## config.mk

```make
export PLATFORM = sky130hd
export DESIGN_NAME = fifo_uart_tx
export DESIGN_NICKNAME = d
export VERILOG_FILES = /design/src/rtl/fifo_uart_tx_pkg.sv /design/src/rtl/fifo_uart_tx_baud_gen.sv /design/src/rtl/fifo_uart_tx.sv
export SDC_FILE = /design/constraint.sdc
export NUM_CORES = 1
export LEC_CHECK = 0
export BUFFER_PORTS_ARGS = -buffer_cell sky130_fd_sc_hd__buf_2
export CAP_MARGIN = 10
export CORE_MARGIN = 2
export CORE_UTILIZATION = 32
export CTS_CLUSTER_SIZE = 30
export DETAILED_ROUTE_END_ITERATION = 7
export PLACE_DENSITY = 0.6
export SLEW_MARGIN = 20
export SYNTH_ARGS = -nofsm -noshare
export SYNTH_HDL_FRONTEND = slang
export SYNTH_SLANG_ARGS = --single-unit
```

## constraint.sdc

```tcl
create_clock -name clk_sys_i -period 6.2 [get_ports clk_sys_i]
set_clock_uncertainty 0.15 [all_clocks]
set_input_delay 0.62 -clock clk_sys_i [delete_from_list [all_inputs] [get_ports clk_sys_i]]
set_output_delay 0.62 -clock clk_sys_i [all_outputs]
set_load 0.02 [all_outputs]
```

## src/rtl/fifo_uart_tx_pkg.sv

```systemverilog
// rtl/fifo_uart_tx_pkg.sv - shared state type and constants for the FIFO-fed UART transmitter
package fifo_uart_tx_pkg;

  localparam int DEFAULT_CLKS_PER_BIT = 868;  // 100 MHz / 115200 baud
  localparam int BYTES_PER_WORD       = 4;
  localparam int BITS_PER_BYTE        = 8;

  typedef enum logic [2:0] {
    IDLE,
    FETCH,
    CAPTURE,
    START,
    DATA,
    STOP
  } tx_state_e;

endpackage

```

## src/rtl/fifo_uart_tx_baud_gen.sv

```systemverilog
// rtl/fifo_uart_tx_baud_gen.sv - bit-period counter producing one tick per UART bit
module uart_baud_gen
  import fifo_uart_tx_pkg::*;
#(
  parameter int CLKS_PER_BIT = DEFAULT_CLKS_PER_BIT
) (
  input  logic clk_sys_i,
  input  logic rst_sys_ni,
  input  logic clear,
  input  logic enable,
  output logic tick
);

  localparam int               CNT_W = $clog2(CLKS_PER_BIT);
  localparam logic [CNT_W-1:0] LAST  = CNT_W'(CLKS_PER_BIT - 1);

  logic [CNT_W-1:0] cnt_q;

  // Count 0..CLKS_PER_BIT-1; clear wins so every state starts on a fresh bit period.
  always_ff @(posedge clk_sys_i) begin
    if (!rst_sys_ni) begin
      cnt_q <= '0;
    end else if (clear) begin
      cnt_q <= '0;
    end else if (enable) begin
      cnt_q <= (cnt_q == LAST) ? '0 : cnt_q + 1'b1;
    end
  end

  assign tick = enable && (cnt_q == LAST);

endmodule

```

## src/rtl/fifo_uart_tx.sv

```systemverilog
// rtl/fifo_uart_tx.sv - pops 32-bit words from a FIFO and sends them as four 8N1 bytes
module fifo_uart_tx
  import fifo_uart_tx_pkg::*;
#(
  parameter int CLKS_PER_BIT = DEFAULT_CLKS_PER_BIT,
  parameter int WIDTH        = 32
) (
  input  logic             clk_sys_i,
  input  logic             rst_sys_ni,
  input  logic             empty_i,
  input  logic             rx_ack_i,
  input  logic [WIDTH-1:0] data_i,
  output logic             read_enable_o,
  output logic             uart_tx_o,
  output logic             busy_o,
  output logic             word_done_o,
  output logic             ack_err_o
);

  localparam logic [2:0] LAST_BIT  = 3'(BITS_PER_BYTE - 1);
  localparam logic [1:0] LAST_BYTE = 2'(BYTES_PER_WORD - 1);

  tx_state_e        state_q, state_d;
  logic [WIDTH-1:0] shift_q, shift_d;
  logic [2:0]       bit_q, bit_d;
  logic [1:0]       byte_q, byte_d;
  logic             tx_q, tx_d;
  logic             done_q, done_d;
  logic             err_q, err_d;
  logic             baud_clear, baud_en, baud_tick;

  assign baud_clear = (state_d != state_q);
  assign baud_en    = (state_q == START) || (state_q == DATA) || (state_q == STOP);

  uart_baud_gen #(
    .CLKS_PER_BIT(CLKS_PER_BIT)
  ) u_baud_gen (
    .clk_sys_i (clk_sys_i),
    .rst_sys_ni(rst_sys_ni),
    .clear     (baud_clear),
    .enable    (baud_en),
    .tick      (baud_tick)
  );

  // Next-state logic. Bytes go out LSB byte first and each byte LSB bit first, so the
  // whole word is simply the shift register drained from bit 0 upward.
  always_comb begin
    state_d = state_q;
    shift_d = shift_q;
    bit_d   = bit_q;
    byte_d  = byte_q;
    done_d  = 1'b0;
    err_d   = 1'b0;
    tx_d    = 1'b1;
    case (state_q)
      IDLE: begin
        if (!empty_i) state_d = FETCH;
      end
      FETCH: begin
        state_d = CAPTURE;
      end
      CAPTURE: begin
        if (rx_ack_i) begin
          shift_d = data_i;
          byte_d  = '0;
          bit_d   = '0;
          state_d = START;
        end else begin
          err_d   = 1'b1;
          state_d = IDLE;
        end
      end
      START: begin
        if (baud_tick) begin
          bit_d   = '0;
          state_d = DATA;
        end
      end
      DATA: begin
        if (baud_tick) begin
          shift_d = shift_q >> 1;
          if (bit_q == LAST_BIT) state_d = STOP;
          else                   bit_d   = bit_q + 1'b1;
        end
      end
      STOP: begin
        if (baud_tick) begin
          if (byte_q == LAST_BYTE) begin
            done_d  = 1'b1;
            state_d = IDLE;
          end else begin
            byte_d  = byte_q + 1'b1;
            state_d = START;
          end
        end
      end
      default: begin
        state_d = IDLE;
      end
    endcase
    // Line level is derived from the next state so the registered output lines up with it.
    if (state_d == START)     tx_d = 1'b0;
    else if (state_d == DATA) tx_d = shift_d[0];
  end

  // State, datapath and registered line/pulse outputs.
  always_ff @(posedge clk_sys_i) begin
    if (!rst_sys_ni) begin
      state_q <= IDLE;
      shift_q <= '0;
      bit_q   <= '0;
      byte_q  <= '0;
      tx_q    <= 1'b1;
      done_q  <= 1'b0;
      err_q   <= 1'b0;
    end else begin
      state_q <= state_d;
      shift_q <= shift_d;
      bit_q   <= bit_d;
      byte_q  <= byte_d;
      tx_q    <= tx_d;
      done_q  <= done_d;
      err_q   <= err_d;
    end
  end

  assign read_enable_o = (state_q == FETCH);
  assign busy_o        = (state_q != IDLE);
  assign uart_tx_o     = tx_q;
  assign word_done_o   = done_q;
  assign ack_err_o     = err_q;

endmodule

```

==> impl_metrics.toml <==
[outcome]
status = "finished clean"

[clocking]
h-tree-depth = 2
clk_latency_ps = 310
cts.clk_slew.worst_paths_ps = 100
numCtsBuffers = 5
clock_sinks = 53
tritoncts = "done"
root_buffer = "clkbuf_8"
hold_buffers = 0
cts.path.max_buffers = 2
post-cts-setup-buffers = 0
cts_resized = 0

[hold_path]
min_path_type = "reg2reg"

[global_routing]
grt_max_degree = 42
track_usage = 0.135
grt_pass1_wl_um = 9550
overflow = 0
antenna_found_initial = 0
grt_pass1_vias = 2083

[synthesis]
synth_cells = 291
syn_area_mm2 = 0.00245
yosysWarningCount = 0
synth_cell_types = 43
syn_avg_cell_area_um2 = 8.43
synth_nets = 331
ys_seq_elements = 53
ys_seq_area_frac = 0.433

[worst_setup_path]
end_kind = "register"
startpoint_type = "register"
cp_slowest_stage_delay_ps = 660
worstPathRequired_ps = 6240
critical_path_class = "reg2reg"
crit_chain = "or3b_1 -> nor4_1 -> nand2_1 -> nand4b_1 -> nor3_1"
worstPathArrival_ps = 2500
critical_path.top_delay_family = "simple AND/OR/NAND/NOR gates"
critPathSlowestCell = "dfxtp_1"
path_buf_inv = 0
crit_fanout = 16

[placement]
dpl.hpwl_um = 3760
dp_slack_ps = 3630
portBuffers = 40
place_congestion = 0.779

[die]
die_area_mm2 = 0.00838
start_util = 0.335
rows = 31
die_w_um = 91.5
ios = 41
placeableCoreArea_mm2 = 0.00733
die_y_um = 91.5

[route]
ant_nets = 0
dr.pass1.iters = 4
top_layer_used = "met4"
dr_wl_met2_um = 2700
drc = 0
dr_wl_met3_um = 227
wire_per_inst_um = 13.2
num_vias = 2187
routed_wirelength_um = 5600
viasPerCell = 5.17
met1_length_um = 2650
drt_iter0_drc = 148

[pwr]
p_per_area_mw_per_mm2 = 218
leakage_nw = 1.00
ir_drop_v = 0.0000874

[sta]
fin_crit_sh = 0.398
worst_pin_slew_ps = 675
rsz0062_at_grt = "false"
period_needed_ps = 2460
slew_violations = 0
finalSetupTns_ps = 0
finalHoldViolCount = 0
relSlewSlack = 0.549
setup_violations = 0
setup_slack_ps = 3740
timing.fmax_mhz = 406

[layout]
final_cell_mix = "dfxtp_1, nand2_1, a21oi_1, buf_2, a22oi_1"
layout.nets = 363
n_antenna_cell = 0
area_growth_pct = 16.0
n_fill_cell = 747
drive_above_1_share = 0.182
final_common_cell = "dfxtp_1"

[job]
maxCapViolCount = 0
## power by group
| part | total, mW | internal, mW | leakage [nW] | switching (mW) |
|---|---|---|---|---|
| Combinational | 0.0538 | 0.0237 | 0.521 | 0.0301 |
| Sequential | 0.355 | 0.348 | 0.429 | 0.00765 |
| Clock | 0.210 | 0.0929 | 0.0518 | 0.118 |
| Total | 0.620 | 0.464 | 1.00 | 0.155 |
## area by class of cell
class,instances,area [µm²],area share
Timing Repair Buffer,43,223,0.0783
Clock inverter,2,17.5,0.00616
Sequential cell,53,1060,0.373
Clock buffer,6,82.6,0.0290
Multi-Input combinational cell,218,1330,0.467
Inverter,2,7.51,0.00264
Tap cell,99,124,0.0435
## per-layer routing
layer | vias to the layer above | GRT usage
li1 | 1116 | -
met1 | 1027 | 0.181
met2 | 41 | 0.222
met3 | 3 | 0.0307
met4 | 0 | 0.0265
met5 | - | 0
## registers in the layout, indices dropped and copies added (netlist names)
signal / flops
state_q: 3
word_done_o: 1
u_baud_gen.cnt_q: 10
uart_tx_o: 1
byte_q: 2
ack_err_o: 1
bit_q: 3
shift_q: 32
## final timing paths
| path | startpoint | to | slack [ps] | cells after the start |
|---|---|---|---|---|
| hold / removal | shift_q[18] | shift_q[18] | 310 | 2 |
| hold reg to reg | shift_q[18] | shift_q[18] | 310 | 2 |
| setup reg to reg | state_q[2] | u_baud_gen.cnt_q[6] | 3740 | 5 |
| setup / recovery | state_q[2] | u_baud_gen.cnt_q[6] | 3740 | 5 |
## cells in the mapped netlist (all sizes together)
master	count	area, µm²
nand3b	6	45.0
a2bb2oi	2	17.5
nor4bb	1	10.0
nand4b	2	23.8
buf	7	35.0
nor2	16	62.6
nor3b	2	15.0
clkbuf	11	41.3
o21ai	8	40.0
or3b	1	8.76
nand4bb	1	11.3
and2	5	31.3
mux2	1	11.3
a41oi	1	8.76
a211oi	1	7.51
or4b	1	10.0
nor4	4	40.0
a21o	1	7.51
xnor2	1	8.76
nand2	44	165
or3	4	30.0
mux2i	3	30.0
dfxtp	53	1060
a31oi	1	6.26
nor3	8	51.3
and3	2	12.5
a22oi	30	225
nor2b	2	12.5
nand2b	5	31.3
nand3	7	35.0
o31ai	1	7.51
o211ai	1	7.51
a21oi	43	215
or2	1	6.26
inv	2	7.51
nand4	3	18.8
xor2	5	43.8
ha	4	50.1
## worst min-delay path, cell delays in order, from the launching register on
cell and delay [ps]:
dfxtp_1 320, nand2_1 50, a21oi_1 50
## through the flow
step	cells	hold WS, ps	instance area [µm²]	power, mW	util
floorplan	291	286	2450	0.394	-
global placement	415	291	2740	0.417	0.374
detailed placement	415	296	2750	0.418	0.374
CTS	423	311	2850	0.628	0.388
global route	423	330	2850	0.648	0.388
finish	423	308	2850	0.620	0.388
## cell families after synthesis
logic type,count (synthesis),share of synthesized area
flops,53,0.433
fa+ha+maj,4,0.0204
buf+inv,20,0.0342
xor+xnor,6,0.0214
simple gates,115,0.253
mux,4,0.0168
compound gates,89,0.221
No activity file was read; power rests on OpenSTA's default activity.
